### src/rtl/store_mon_pkg.sv
// store_mon_pkg: shared types, constants and lane-merge helpers for mem_store_monitor.
package store_mon_pkg;
  typedef enum logic [1:0] {MEM_SB = 2'd0, MEM_SH = 2'd1, MEM_SW = 2'd2} mem_op_t;
  typedef enum logic [1:0] {IDLE, RUN, CHECK, DONE} mon_state_t;
  localparam logic [4:0] FAIL_IDX_NONE = 5'h1f;
  function automatic logic [31:0] merge_store(input logic [31:0] old, input mem_op_t op,
                                              input logic [1:0] lo, input logic [31:0] data);
    logic [31:0] w;
    w = old;
    case (op)
      MEM_SB: w[8*lo +: 8] = data[7:0];
      MEM_SH: w[16*lo[1] +: 16] = data[15:0];
      default: w = data;
    endcase
    return w;
  endfunction
  function automatic logic misaligned(input mem_op_t op, input logic [1:0] lo);
    return (op == MEM_SB) ? 1'b0 : (op == MEM_SH) ? lo[0] : |lo;
  endfunction
  function automatic logic [31:0] sat_inc(input logic [31:0] v);
    return &v ? v : v + 32'd1;
  endfunction
endpackage

### src/rtl/store_mon_shadow.sv
// store_mon_shadow: byte-lane-accurate shadow copy of one watched word address.
module store_mon_shadow
  import store_mon_pkg::*;
(
  input  logic        clk,
  input  logic        reset,
  input  logic        wr_en,
  input  mem_op_t     op,
  input  logic [31:0] addr,
  input  logic [31:0] data,
  input  logic [29:0] watch_word,
  output logic [31:0] shadow
);
  logic [31:0] shadow_q, shadow_d;
  always_comb shadow_d = (wr_en && addr[31:2] == watch_word) ? merge_store(shadow_q, op, addr[1:0], data) : shadow_q;
  always_ff @(posedge clk) begin
    if (reset) shadow_q <= '0;
    else shadow_q <= shadow_d;
  end
  assign shadow = shadow_q;
endmodule

### src/rtl/mem_store_monitor.sv
// mem_store_monitor: pass/fail monitor on the data-store bus with per-address shadow compare.
// Optional store history ring buffer enabled by defining MEM_STORE_MONITOR_HIST_EN.
module mem_store_monitor
  import store_mon_pkg::*;
#(
  parameter int          NUM_WATCH      = 4,
  parameter logic [31:0] TOHOST_ADDR    = 32'h0000_0200,
  parameter int          TIMEOUT_CYCLES = 1000,
  parameter int          HIST_DEPTH     = 8
) (
  input  logic                            clk,
  input  logic                            reset,
  input  logic                            start,
  input  logic                            mem_wr_en,
  input  mem_op_t                         mem_op,
  input  logic [31:0]                     mem_addr,
  input  logic [31:0]                     mem_data_in,
  input  logic [NUM_WATCH-1:0]            watch_en,
  input  logic [NUM_WATCH-1:0][31:0]      watch_addr,
  input  logic [NUM_WATCH-1:0][31:0]      watch_exp,
`ifdef MEM_STORE_MONITOR_HIST_EN
  input  logic [$clog2(HIST_DEPTH)-1:0]   hist_rd_idx,
  output logic [31:0]                     hist_rd_addr,
  output logic [31:0]                     hist_rd_data,
  output logic [HIST_DEPTH-1:0]           hist_valid,
`endif
  output logic                            busy,
  output logic                            done,
  output logic                            pass,
  output logic                            fail,
  output logic                            timed_out,
  output logic [31:0]                     tohost_val,
  output logic [$clog2(NUM_WATCH):0]      fail_idx,
  output logic [31:0]                     cycle_count,
  output logic [31:0]                     store_count
);
  localparam int FW = $clog2(NUM_WATCH) + 1;
  localparam logic [FW-1:0] NONE = FAIL_IDX_NONE[FW-1:0];
  localparam logic [FW-1:0] LAST = FW'(NUM_WATCH - 1);
  localparam logic [31:0] TO_LAST = 32'(TIMEOUT_CYCLES - 1);
  mon_state_t state_q, state_d;
  logic [FW-1:0] idx_q, idx_d, fail_idx_q, fail_idx_d;
  logic [31:0] cycle_q, cycle_d, stores_q, stores_d, tohost_q, tohost_d;
  logic timed_out_q, timed_out_d, misalign_q, misalign_d, done_q, done_d, pass_q, pass_d;
  logic run, run_store, mis_store, tohost_st, timeout_hit, cur_mis;
  logic [NUM_WATCH-1:0] mis_vec, unused_lo;
  logic [NUM_WATCH-1:0][31:0] shadow;
  assign run = state_q == RUN;
  assign run_store = run && mem_wr_en;
  assign mis_store = misaligned(mem_op, mem_addr[1:0]);
  assign tohost_st = run_store && mem_addr[31:2] == TOHOST_ADDR[31:2];
  assign timeout_hit = TIMEOUT_CYCLES != 0 && cycle_q == TO_LAST;
  for (genvar i = 0; i < NUM_WATCH; i++) begin : g_w
    store_mon_shadow u_shadow (
      .clk        (clk),
      .reset      (reset),
      .wr_en      (run_store && !mis_store),
      .op         (mem_op),
      .addr       (mem_addr),
      .data       (mem_data_in),
      .watch_word (watch_addr[i][31:2]),
      .shadow     (shadow[i])
    );
    assign mis_vec[i] = watch_en[i] && shadow[i] != watch_exp[i];
    assign unused_lo[i] = ^watch_addr[i][1:0];
  end
  always_comb begin
    cur_mis = 1'b0;
    for (int k = 0; k < NUM_WATCH; k++) if (idx_q == FW'(k)) cur_mis = mis_vec[k];
  end
  always_comb begin
    state_d = state_q;
    idx_d = idx_q;
    fail_idx_d = fail_idx_q;
    cycle_d = cycle_q;
    stores_d = stores_q;
    tohost_d = tohost_q;
    timed_out_d = timed_out_q;
    misalign_d = misalign_q;
    done_d = done_q;
    pass_d = pass_q;
    case (state_q)
      IDLE: state_d = start ? RUN : IDLE;
      RUN: begin
        cycle_d = sat_inc(cycle_q);
        stores_d = mem_wr_en ? sat_inc(stores_q) : stores_q;
        misalign_d = misalign_q || (mem_wr_en && mis_store);
        // a tohost store on the timeout cycle takes precedence
        tohost_d = tohost_st ? merge_store('0, mem_op, mem_addr[1:0], mem_data_in) : tohost_q;
        timed_out_d = !tohost_st && timeout_hit;
        state_d = (tohost_st || timeout_hit) ? CHECK : RUN;
      end
      CHECK: begin
        fail_idx_d = (cur_mis && fail_idx_q == NONE) ? idx_q : fail_idx_q;
        idx_d = idx_q + 1'b1;
        state_d = idx_q == LAST ? DONE : CHECK;
      end
      default: begin
        done_d = 1'b1;
        pass_d = tohost_q == 32'd1 && fail_idx_q == NONE && !misalign_q && !timed_out_q;
      end
    endcase
  end
  always_ff @(posedge clk) begin
    if (reset) begin
      state_q <= IDLE;
      idx_q <= '0;
      fail_idx_q <= NONE;
      cycle_q <= '0;
      stores_q <= '0;
      tohost_q <= '0;
      timed_out_q <= 1'b0;
      misalign_q <= 1'b0;
      done_q <= 1'b0;
      pass_q <= 1'b0;
    end else begin
      state_q <= state_d;
      idx_q <= idx_d;
      fail_idx_q <= fail_idx_d;
      cycle_q <= cycle_d;
      stores_q <= stores_d;
      tohost_q <= tohost_d;
      timed_out_q <= timed_out_d;
      misalign_q <= misalign_d;
      done_q <= done_d;
      pass_q <= pass_d;
    end
  end
  assign busy = state_q == RUN || state_q == CHECK;
  assign done = done_q;
  assign pass = pass_q;
  assign fail = done_q && !pass_q;
  assign timed_out = timed_out_q;
  assign tohost_val = tohost_q;
  assign fail_idx = fail_idx_q;
  assign cycle_count = cycle_q;
  assign store_count = stores_q;
`ifdef MEM_STORE_MONITOR_HIST_EN
  localparam int HW = $clog2(HIST_DEPTH);
  localparam logic [HW:0] HFULL = HIST_DEPTH[HW:0];
  logic [HIST_DEPTH-1:0][65:0] hist_q;
  logic [HW-1:0] wp_q, rd_slot;
  logic [HW:0] hcnt_q;
  always_ff @(posedge clk) begin
    if (reset) begin
      hist_q <= '0;
      wp_q <= '0;
      hcnt_q <= '0;
    end else if (run_store) begin
      hist_q[wp_q] <= {mem_addr, mem_data_in, mem_op};
      wp_q <= wp_q + 1'b1;
      hcnt_q <= hcnt_q == HFULL ? hcnt_q : hcnt_q + 1'b1;
    end
  end
  // index 0 is the newest entry, one behind the write pointer
  assign rd_slot = wp_q - 1'b1 - hist_rd_idx;
  assign hist_rd_addr = hist_q[rd_slot][65:34];
  assign hist_rd_data = hist_q[rd_slot][33:2];
  for (genvar h = 0; h < HIST_DEPTH; h++) begin : g_hv
    assign hist_valid[h] = hcnt_q > h;
  end
`else
`endif
endmodule

### config.mk
export PLATFORM = sky130hd
export DESIGN_NAME = mem_store_monitor
export DESIGN_NICKNAME = d
export VERILOG_FILES = /design/src/rtl/store_mon_pkg.sv /design/src/rtl/store_mon_shadow.sv /design/src/rtl/mem_store_monitor.sv
export SDC_FILE = /design/constraint.sdc
export NUM_CORES = 1
export LEC_CHECK = 0
export CAP_MARGIN = 30
export CORE_AREA = 2 2 172 174
export DETAILED_ROUTE_END_ITERATION = 12
export DIE_AREA = 0 0 174 176
export DONT_BUFFER_PORTS = 1
export HOLD_SLACK_MARGIN = 0.08
export PLACE_DENSITY = 0.68
export SETUP_SLACK_MARGIN = 0.02
export SLEW_MARGIN = 30
export SYNTH_ARGS = -nofsm -noshare
export SYNTH_HDL_FRONTEND = slang
export SYNTH_SLANG_ARGS = --single-unit
### constraint.sdc
create_clock -name clk -period 3.1 [get_ports clk]
set_input_delay 0.62 -clock clk [delete_from_list [all_inputs] [get_ports clk]]
set_output_delay 0.62 -clock clk [all_outputs]
set_load 0.01 [all_outputs]
==> flow_summary.json <==
{
  "worst_reg2reg_path_endpoint": "g_w[1].u_shadow.shadow[5]",
  "tritoncts_clock_tree": "built",
  "final-max-slew-violation-count": 0,
  "finalWeightedCongestion": 1.06,
  "top_level_ports": 434,
  "crit_path_end_kind": "flop",
  "timing.max_cap.violations": 0,
  "postCtsSetupRepairBufs": 0,
  "holdCritStartpoint": "reset",
  "initial_core_util_pct": 49.8,
  "cts-resized-gates": 0,
  "hold_path_class": "primary input to flop",
  "vdd_ir_drop_max_mv": 0.373,
  "vias_per_cell": 6.37,
  "required_ns": 3.51,
  "yosys_warnings": 0,
  "placed_area_um2": 15000,
  "status": "complete, no violations",
  "drive_gt1_share_pct": 8.51,
  "cts_made_buffers": 26,
  "synthesized_area_fraction_occupied_by_and_or_nand_nor_cells_pct": 23.6,
  "grt_pass1_wl_um": 89000,
  "max_freq_ghz": 0.342,
  "design.die.area_um2": 30600,
  "synth-edff-count": 0,
  "groute.usage.overall_pct": 39.1,
  "r2r.worst_path.cells": 8,
  "rrSetupSlack_ns": 0.17,
  "antenna_found_initial": 0,
  "p_leak_uw": 0.00542,
  "vias_in_the_first_global_route": 13400,
  "post_synth_inst_count": 1799,
  "worst_skew_pair.late_latency_ns": 0.55,
  "timing_worst_slew_pin_value_ns": 0.853,
  "hpwlAfterDp_um": 48700,
  "ctsHtreeMaxLevel": 1,
  "drt.antenna.violating_nets": 0,
  "synth_top_area_share_pct": 33.3,
  "dominantRegCellSynth": "sky130_fd_sc_hd__dfxtp_1",
  "critPathLaunchType": "flop",
  "critical_path_class": "flop to flop",
  "grt_start_max_net_pins": 225,
  "synth-compound-area-share_pct": 17.4,
  "final_design_area_no_fill_um2": 15800,
  "post-synth-top-area-cell": "sky130_fd_sc_hd__dfxtp_1",
  "std_cell_rows": 62,
  "path_clk_slew_ns": 0.06,
  "wl_per_cell_um": 28.2,
  "detailroute.via_count": 14000,
  "io_buffer_count": 0,
  "synth_top_family_by_area": "simple AND/OR/NAND/NOR gates",
  "synthAdderAreaFrac_pct": 1.32,
  "clock-sinks": 236,
  "max-slew-margin-rel_pct": 42.7,
  "synth_sequential_area_ratio_pct": 33.3,
  "finalWirelength_um": 62200,
  "post_cts_hold_buffer_count": 0,
  "firstDrtPassIters": 7,
  "nNetsFinal": 2147,
  "clock_skews_ns": 0.0119,
  "hold_violations": 0,
  "holdPathEnd": "cycle_count[4]",
  "ctsRootBufferMaster": "sky130_fd_sc_hd__clkbuf_16",
  "area_growth_pct": 11.4,
  "holdPathStages": 1,
  "critical_path.max_fanout": 9,
  "setup_total_negative_slack_ns": 0,
  "postSynthNetCount": 2144,
  "pwr_density_cell_nw_per_um2": 436,
  "setup_violations": 0,
  "drt_iter0_drc": 1559,
  "syn-cell-area_um2": 14200,
  "synth-xor-area-share_pct": 18.9,
  "synth_seq_cells": 236,
  "route.detailed.drc": 0,
  "ys_types": 66,
  "dieWidth_um": 174,
  "post_synth_mux_area_share_pct": 1.48,
  "period_minus_slack_ns": 2.93,
  "grt_setup_unrepaired": "false",
  "yosys-top-cells-area": "sky130_fd_sc_hd__dfxtp_1 33%, sky130_fd_sc_hd__xor2_1 9.9%, sky130_fd_sc_hd__xnor2_1 9.0%",
  "cp.arrival_ns": 3.33,
  "synthArstFlopShare_pct": 0,
  "r2r_start": "state_q[1]",
  "diodes": 0,
  "synth.avg_cell_area_um2": 7.90,
  "cts_max_path_buffers": 3,
  "grt.overflow.total": 0,
  "layout_worst_path_cycle_share_pct": 94.4,
  "core-area_um2": 28500,
  "die_height_um": 176
}
stage by stage:
step           power [µW]  instances  utilization [%]  setup slack (ns)  hold WS [ns]
5_1_grt              7070       2205             55.5             0.136         0.151
4_1_cts              6890       2205             55.5             0.259         0.140
3_3_place_gp         3870       2158             52.5             0.150         0.455
2_1_floorplan        3630       1799                -             0.240         0.438
3_5_place_dp         3870       2158             52.5             0.169         0.459
6_report             6900       2205             55.5             0.175         0.162
layer usage:
| layer | GRT usage, % | wire length [µm] | up-vias |
|---|---|---|---|
| li1 | - | - | 6323 |
| met1 | 50.6 | 25000 | 6718 |
| met2 | 57.8 | 26000 | 847 |
| met3 | 14.6 | 8000 | 151 |
| met4 | 18.0 | 3190 | 0 |
| met5 | 0 | 0 | - |
cells in the final DEF (no fill, tap or decap), types with 7 or more instances in the layout:
| cell | count |
|---|---|
| sky130_fd_sc_hd__a211oi_1 | 83 |
| sky130_fd_sc_hd__a21oi_1 | 169 |
| sky130_fd_sc_hd__a311oi_1 | 9 |
| sky130_fd_sc_hd__and2_1 | 16 |
| sky130_fd_sc_hd__and3_1 | 21 |
| sky130_fd_sc_hd__and4_1 | 9 |
| sky130_fd_sc_hd__buf_4 | 86 |
| sky130_fd_sc_hd__clkbuf_1 | 7 |
| sky130_fd_sc_hd__clkbuf_16 | 26 |
| sky130_fd_sc_hd__dfxtp_1 | 236 |
| sky130_fd_sc_hd__ha_1 | 15 |
| sky130_fd_sc_hd__inv_1 | 27 |
| sky130_fd_sc_hd__mux2i_1 | 21 |
| sky130_fd_sc_hd__nand2_1 | 190 |
| sky130_fd_sc_hd__nand2b_1 | 22 |
| sky130_fd_sc_hd__nand3_1 | 47 |
| sky130_fd_sc_hd__nand4_1 | 55 |
| sky130_fd_sc_hd__nor2_1 | 166 |
| sky130_fd_sc_hd__nor2b_1 | 25 |
| sky130_fd_sc_hd__nor3_1 | 18 |
| sky130_fd_sc_hd__nor4_1 | 57 |
| sky130_fd_sc_hd__o211ai_1 | 9 |
| sky130_fd_sc_hd__o21a_1 | 10 |
| sky130_fd_sc_hd__o21ai_0 | 75 |
| sky130_fd_sc_hd__o22ai_1 | 14 |
| sky130_fd_sc_hd__xnor2_1 | 146 |
| sky130_fd_sc_hd__xor2_1 | 160 |
where the power goes:
group	switching [µW]	internal, µW
combinational	487	301
sequential	9.27	3040
clock	1310	1760
worst max path at each step:
stage | start | endpoint | slack [ns] | cells after the start
after global routing | state_q[0] | g_w[1].u_shadow.shadow[5] | 0.14 | 7
after floorplan | mem_addr[0] | g_w[2].u_shadow.shadow[23] | 0.24 | 12
after CTS | state_q[0] | g_w[1].u_shadow.shadow[5] | 0.26 | 7
final | state_q[1] | g_w[1].u_shadow.shadow[5] | 0.17 | 8
after detailed placement | mem_addr[10] | g_w[1].u_shadow.shadow[12] | 0.17 | 7
after global placement | mem_addr[10] | g_w[1].u_shadow.shadow[12] | 0.15 | 7
synth_stat cells, types with 5 or more instances:
master	instances
sky130_fd_sc_hd__buf_1	5
sky130_fd_sc_hd__or3_1	5
sky130_fd_sc_hd__a21boi_0	5
sky130_fd_sc_hd__a311oi_1	9
sky130_fd_sc_hd__nor3_1	18
sky130_fd_sc_hd__nor3b_1	5
sky130_fd_sc_hd__and4_1	9
sky130_fd_sc_hd__nand2_1	190
sky130_fd_sc_hd__o21ai_0	77
sky130_fd_sc_hd__xor2_1	160
sky130_fd_sc_hd__ha_1	15
sky130_fd_sc_hd__o22ai_1	14
sky130_fd_sc_hd__nand3_1	47
sky130_fd_sc_hd__nor2b_1	25
sky130_fd_sc_hd__a21oi_1	169
sky130_fd_sc_hd__mux2i_1	21
sky130_fd_sc_hd__and2_1	16
sky130_fd_sc_hd__o21a_1	10
sky130_fd_sc_hd__dfxtp_1	236
sky130_fd_sc_hd__inv_1	27
sky130_fd_sc_hd__nand4_1	55
sky130_fd_sc_hd__nor4_1	59
sky130_fd_sc_hd__a31oi_1	5
sky130_fd_sc_hd__o211ai_1	9
sky130_fd_sc_hd__and3_1	21
sky130_fd_sc_hd__nand2b_1	22
sky130_fd_sc_hd__a211oi_1	83
sky130_fd_sc_hd__buf_2	20
sky130_fd_sc_hd__clkbuf_1	88
sky130_fd_sc_hd__xnor2_1	146
sky130_fd_sc_hd__nor2_1	167
layout make-up:
| cell class | instances | area [µm²] |
|---|---|---|
| fillers | 2726 | 12700 |
| inverters | 27 | 101 |
| multi-input cells | 1420 | 8940 |
| repair buffers | 91 | 746 |
| well taps | 384 | 480 |
| clock inverters | 9 | 91.3 |
| flip-flops and latches | 236 | 4720 |
| clock buffers | 38 | 746 |
cells by family after synthesis:
kind of cell | after synthesis
xor+xnor | 306
mux | 21
fa+ha+maj | 15
compound gates | 408
buf+inv | 143
flops | 236
simple gates | 670
sequential cells by signal, indices dropped and copies added (netlist names):
signal               count
store_count             32
g_w.u_shadow.shadow    128
state_q                  2
misalign_q               1
cycle_count             32
pass                     1
fail_idx                 3
tohost_val              32
timed_out                1
done                     1
idx_q                    3
critical path: stages, from the launching register on:
cell	delay [ns]
sky130_fd_sc_hd__dfxtp_1	0.34
sky130_fd_sc_hd__inv_1	0.06
sky130_fd_sc_hd__ha_1	0.26
sky130_fd_sc_hd__nand2_1	0.24
sky130_fd_sc_hd__or2_2	0.48
sky130_fd_sc_hd__nor4_4	0.55
sky130_fd_sc_hd__nand2_1	0.44
sky130_fd_sc_hd__o21ai_0	0.29
sky130_fd_sc_hd__a211oi_1	0.12
(Power assumes the default switching activity.)
